### config.mk
export PLATFORM = sky130hd
export DESIGN_NAME = viterbi_codec
export DESIGN_NICKNAME = d
export VERILOG_FILES = /design/src/rtl/viterbi_pkg.sv /design/src/rtl/viterbi_acs.sv /design/src/rtl/viterbi_codec.sv
export SDC_FILE = /design/constraint.sdc
export NUM_CORES = 1
export LEC_CHECK = 0
export ABC_AREA = 0
export CORE_MARGIN = 2
export CORE_UTILIZATION = 33
export CTS_CLUSTER_SIZE = 10
export DETAILED_ROUTE_END_ITERATION = 10
export PLACE_DENSITY = 0.48
export REMOVE_ABC_BUFFERS = 1
export SKIP_CTS_REPAIR_TIMING = 1
export SYNTH_ARGS = -nofsm -noshare
export SYNTH_HDL_FRONTEND = slang
export SYNTH_SLANG_ARGS = --single-unit
### constraint.sdc
create_clock -name clk -period 11.3 [get_ports clk]
set_clock_uncertainty 0.1 [all_clocks]
set_input_delay 1.695 -clock clk [delete_from_list [all_inputs] [get_ports clk]]
set_output_delay 1.695 -clock clk [all_outputs]
set_load 0.02 [all_outputs]
### src/rtl/viterbi_pkg.sv
// Shared trellis definitions for the (7,5) rate-1/2 K=3 codec.
package viterbi_pkg;
  localparam int         K          = 3;
  localparam int         NUM_STATES = 4;
  localparam logic [2:0] G0         = 3'b111;
  localparam logic [2:0] G1         = 3'b101;

  typedef logic [1:0] state_t;

  // Symbol emitted when input b is shifted into state s={s1,s0}; taps are {b,s1,s0}.
  function automatic logic [1:0] exp_sym(state_t s, logic b);
    logic [2:0] r;
    r = {b, s};
    return {^(r & G0), ^(r & G1)};
  endfunction
endpackage

### src/rtl/viterbi_acs.sv
// Add-compare-select for all four trellis states with saturating, normalised metrics.
module viterbi_acs import viterbi_pkg::*; #(
  parameter int PM_W = 6
) (
  input  logic [NUM_STATES-1:0][PM_W-1:0] pm_i,
  input  logic [1:0]                      sym_i,
  output logic [NUM_STATES-1:0][PM_W-1:0] pm_o,
  output logic [NUM_STATES-1:0]           sel_o,
  output logic [PM_W-1:0]                 min_o
);
  logic [NUM_STATES-1:0][PM_W-1:0] c0, c1, raw;

  function automatic logic [1:0] hd(logic [1:0] a, logic [1:0] b);
    return {1'b0, a[1] ^ b[1]} + {1'b0, a[0] ^ b[0]};
  endfunction

  function automatic logic [PM_W-1:0] sat_add(logic [PM_W-1:0] a, logic [1:0] bm);
    logic [PM_W:0] s;
    s = {1'b0, a} + {1'b0, {(PM_W-2){1'b0}}, bm};
    return s[PM_W] ? '1 : s[PM_W-1:0];
  endfunction

  // Next state n={b,p} is reached from {p,0} or {p,1}; sel_o records the chosen s0.
  always_comb begin
    min_o = '1;
    for (int n = 0; n < NUM_STATES; n++) begin
      c0[n]    = sat_add(pm_i[{n[0], 1'b0}], hd(sym_i, exp_sym({n[0], 1'b0}, n[1])));
      c1[n]    = sat_add(pm_i[{n[0], 1'b1}], hd(sym_i, exp_sym({n[0], 1'b1}, n[1])));
      sel_o[n] = c1[n] < c0[n];
      raw[n]   = sel_o[n] ? c1[n] : c0[n];
      if (raw[n] < min_o) min_o = raw[n];
    end
    for (int n = 0; n < NUM_STATES; n++)
      pm_o[n] = raw[n] - min_o;
  end
endmodule

### src/rtl/viterbi_codec.sv
// (7,5) convolutional encoder plus 4-state hard-decision register-exchange Viterbi decoder.
// Define VITERBI_ERR_CNT_EN to add the dec_err_cnt_o channel-error counter.
module viterbi_codec import viterbi_pkg::*; #(
  parameter int TRACE_DEPTH = 16,
  parameter int PM_W        = 6
) (
  input  logic        clk,
  input  logic        rst,
  input  logic        enc_enable_i,
  input  logic        enc_d_i,
  output logic        enc_valid_o,
  output logic [1:0]  enc_d_o,
  input  logic        dec_enable_i,
  input  logic [1:0]  dec_d_i,
  output logic        dec_valid_o,
  output logic        dec_d_o
`ifdef VITERBI_ERR_CNT_EN
  ,
  output logic [15:0] dec_err_cnt_o
`endif
);
  localparam int              CNT_W   = $clog2(TRACE_DEPTH + 1);
  localparam logic [PM_W-1:0] PM_INIT = PM_W'(1 << (PM_W - 2));

  state_t     enc_state_q, enc_state_d;
  logic       enc_valid_q, enc_valid_d;
  logic [1:0] enc_sym_q, enc_sym_d;

  always_comb begin
    enc_state_d = enc_state_q;
    enc_sym_d   = enc_sym_q;
    enc_valid_d = enc_enable_i;
    if (enc_enable_i) begin
      enc_sym_d   = exp_sym(enc_state_q, enc_d_i);
      enc_state_d = {enc_d_i, enc_state_q[1]};
    end
  end

  logic [NUM_STATES-1:0][PM_W-1:0]        pm_q, pm_d, acs_pm;
  logic [NUM_STATES-1:0]                  acs_sel;
  logic [PM_W-1:0]                        acs_min;
  logic [NUM_STATES-1:0][TRACE_DEPTH-1:0] surv_q, surv_d;
  logic [CNT_W-1:0]                       cnt_q, cnt_d;
  logic                                   dec_valid_q, dec_valid_d;
  logic                                   dec_bit_q, dec_bit_d;
  state_t                                 best;

  viterbi_acs #(.PM_W(PM_W)) u_acs (
    .pm_i  (pm_q),
    .sym_i (dec_d_i),
    .pm_o  (acs_pm),
    .sel_o (acs_sel),
    .min_o (acs_min)
  );

  // Strict compare keeps the lowest-index state on a metric tie.
  always_comb begin
    best = '0;
    for (int n = 1; n < NUM_STATES; n++)
      if (pm_q[n] < pm_q[best]) best = state_t'(n);
  end

  always_comb begin
    pm_d        = pm_q;
    surv_d      = surv_q;
    cnt_d       = cnt_q;
    dec_bit_d   = dec_bit_q;
    dec_valid_d = 1'b0;
    if (dec_enable_i) begin
      pm_d = acs_pm;
      for (int n = 0; n < NUM_STATES; n++)
        surv_d[n] = {surv_q[{n[0], acs_sel[n]}][TRACE_DEPTH-2:0], n[1]};
      dec_bit_d   = surv_q[best][TRACE_DEPTH-1];
      dec_valid_d = (cnt_q == CNT_W'(TRACE_DEPTH));
      if (cnt_q != CNT_W'(TRACE_DEPTH)) cnt_d = cnt_q + CNT_W'(1);
    end
  end

  always_ff @(posedge clk or negedge rst) begin
    if (!rst) begin
      enc_state_q <= '0;
      enc_valid_q <= 1'b0;
      enc_sym_q   <= '0;
      pm_q        <= {PM_INIT, PM_INIT, PM_INIT, {PM_W{1'b0}}};
      surv_q      <= '0;
      cnt_q       <= '0;
      dec_valid_q <= 1'b0;
      dec_bit_q   <= 1'b0;
    end else begin
      enc_state_q <= enc_state_d;
      enc_valid_q <= enc_valid_d;
      enc_sym_q   <= enc_sym_d;
      pm_q        <= pm_d;
      surv_q      <= surv_d;
      cnt_q       <= cnt_d;
      dec_valid_q <= dec_valid_d;
      dec_bit_q   <= dec_bit_d;
    end
  end

  assign enc_valid_o = enc_valid_q;
  assign enc_d_o     = enc_sym_q;
  assign dec_valid_o = dec_valid_q;
  assign dec_d_o     = dec_bit_q;

`ifdef VITERBI_ERR_CNT_EN
  // The amount removed by normalisation accumulates into the best path's Hamming cost.
  logic [15:0] err_cnt_q, err_cnt_d;
  logic [16:0] err_sum;

  always_comb begin
    err_sum   = {1'b0, err_cnt_q} + 17'(acs_min);
    err_cnt_d = err_cnt_q;
    if (dec_enable_i) err_cnt_d = err_sum[16] ? 16'hFFFF : err_sum[15:0];
  end

  always_ff @(posedge clk or negedge rst) begin
    if (!rst) err_cnt_q <= '0;
    else      err_cnt_q <= err_cnt_d;
  end

  assign dec_err_cnt_o = err_cnt_q;
`else
  logic unused_min;
  assign unused_min = ^acs_min;
`endif
endmodule

==> impl_results.md <==
- Status: completed
- Via-to-Cell Ratio: a little over 5
- Core region area: 0.0251 mm2
- Fin area: about 0.010 mm2
- DR WL/cell: 16.4 um
- Fin. Hold Viols: 0
- Crit. End Element: flop
- Global-route track usage on met1: 25.8%
- Relative slew margins: 39.6%
- Warnings, synthesis: 0
- #FFs+latches synth: 95
- TritonCTS Buffers: 9
- Max FO, Critical Path: 10
- Clk buf depth: 2
- Gr ovfl total: 0
- DR iter-0 viols: around 370
- Most frequent cells in the layout: 136 x buf_4, 107 x nor2_1, 105 x a21oi_1, 92 x dfrtp_1, 73 x mux2i_1
- Starting density of the core: 33.6%
- Minimum clock period: 10,680 ps
- Vias in the first global route: 6,987
- DRT Pass-1 Iters: 5
- Fraction of registers with async set/reset: 100%
- Worst EP required: about 11,000 ps
- Height of the die: 164 um
- Layout cells sized above 1: 23.7%
- Max-Cap Viols: 0
- Post-Syn Area: 0.00843 mm2
- I/O Pins: 12
- Clock Latency Late Sink: 350 ps
- Top FF cell, synth: dfrtp_1
- WL final: 23.5 mm
- Most common cell after layout, fill and taps aside: buf_4
- Number of synthesized flops with an enable pin: 0
- Crit Path Category: in -> reg
- Grt met2 use: roughly 29%
- N_diodes: 0
- Die Wd: between 150 and 200 um
- Placer Congestion: 0.861
- Nets: 1,186
- Htree depth: 3
- Worst Tran Pin Value: about 900 ps
- Setup violators final: 0
- IO buf count: 11
- Cell Area, Placed: 0.00971 mm2
- Reg clk slew, reported paths: 70 ps
- Full die area: 0.0269 mm2
- Post-DP HPWL: 18.2 mm
- Remaining DRCs: 0
- Initial antenna violation count: 0
- First-pass GRT wire length: 37.8 mm
- CTS root buf: clkbuf_16
- Antenna-violating nets left: 0
- RSZ-0062 raised after global routing: no
- Arr. time, crit path: 10,790 ps
- Slowest stage delay, CP: 380 ps
- Avg Inst Size Synth: 8.61 um2
- Largest net degree at the start of global routing: 92
- Worst Setup Start Kind: input pin
- Max Freq: 0.0936 GHz
- Final Max Tran Viols: 0
- HP Class: reg -> reg
- Period utilisation layout: 94.5%
- Post-synthesis instance total: 979
- Sequential area share after synthesis: 28.2%
- CTS tree: done
- Clock sink total: 95
- GRT met3 Usage: 1.97%
- Most Used Layer, Global Route: met2
- Distinct cell type count after synthesis: 82
- Gr usage total: between 10% and 20%
- Vias: 7,323
- CP max-delay cell: a2111oi_1
- Area Overhead vs Synth: 22.8%
- Row count: 58
==> cells by family after synthesis <==
family          synth area share (%)
compound gates                  20.5
simple gates                    15.3
buf+inv                         5.42
mux                             12.7
flops                           28.2
fa+ha+maj                       13.1
xor+xnor                        4.78
==> worst max-delay path, delay by kind of cell <==
| kind | cells | cell delay, ps |
|---|---|---|
| buf+inv | 10 | 1300 |
| compound gates | 15 | 3080 |
| simple gates | 10 | 1620 |
| mux | 5 | 1090 |
| fa+ha+maj | 8 | 1860 |
| xor+xnor | 1 | 110 |
==> state kept, by name, summed over array words and instances, names as in the netlist <==
signal       cells
cnt_q            5
dec_d_o          1
dec_valid_o      1
enc_d_o          2
enc_state_q      2
enc_valid_o      1
pm_q            24
surv_q          59
==> metrics by stage <==
stage / cells / utilization (%) / TNS, ps / hold WS [ps] / setup slack (ps)
floorplan: 937 / - / -28360 / 338 / -1740
global placement: 1404 / 38.7 / -4550 / 357 / -462
detailed placement: 1404 / 38.7 / -10460 / 358 / -807
CTS: 1420 / 39.8 / -4440 / 375 / -491
global route: 1430 / 41.2 / 0 / 391 / 235
finish: 1430 / 41.2 / 0 / 373 / 616
==> final timing paths <==
check / cells after the start / endpoint / startpoint / slack [ps]
min in group asynchronous: 1 / enc_d_o[0] / rst / 1200
worst max register to register: 43 / pm_q[5] / pm_q[18] / 2080
worst min register to register: 1 / surv_q[48] / surv_q[48] / 370
worst max-delay path: 49 / pm_q[5] / dec_d_i[0] / 620
max in group asynchronous: 2 / pm_q[6] / rst / 8730
worst min-delay path: 1 / surv_q[48] / surv_q[48] / 370
==> cell usage after synthesis, types with 9 or more instances <==
cell type	number	area, um2
buf_2	11	55.1
inv_1	68	255
dfrtp_1	92	2300
clkbuf_1	23	86.3
nand3_1	18	90.1
mux2i_1	79	791
o21a_1	11	82.6
o21ai_0	59	295
nor2b_1	11	68.8
nand2_1	47	176
nor2_1	115	432
xnor2_1	36	315
a21oi_1	108	541
or2_2	9	56.3
ha_1	80	1000
mux2_2	19	214
xor2_1	10	87.6
a21o_1	16	120
==> layer usage <==
| layer | wire [um] | vias up | share of wire [%] |
|---|---|---|---|
| li1 | - | 3724 | - |
| met2 | 10900 | 85 | 47 |
| met1 | 11700 | 3490 | 50 |
| met3 | 498 | 24 | 2.1 |
| met5 | 0 | - | 0 |
| met4 | 317 | 0 | 1.3 |
==> area by class of cell <==
class                   instances  area (um2)
well taps                     330         413
inverters                      68         255
clock buffers                  10         239
flip-flops and latches         95        2380
repair buffers                147        1140
clock inverters                 6        57.6
fillers                      2594       14800
multi-input cells             774        5870
Power is not shown: default switching activity piles up to over one toggle a cycle in this logic, so the estimate is an artifact.
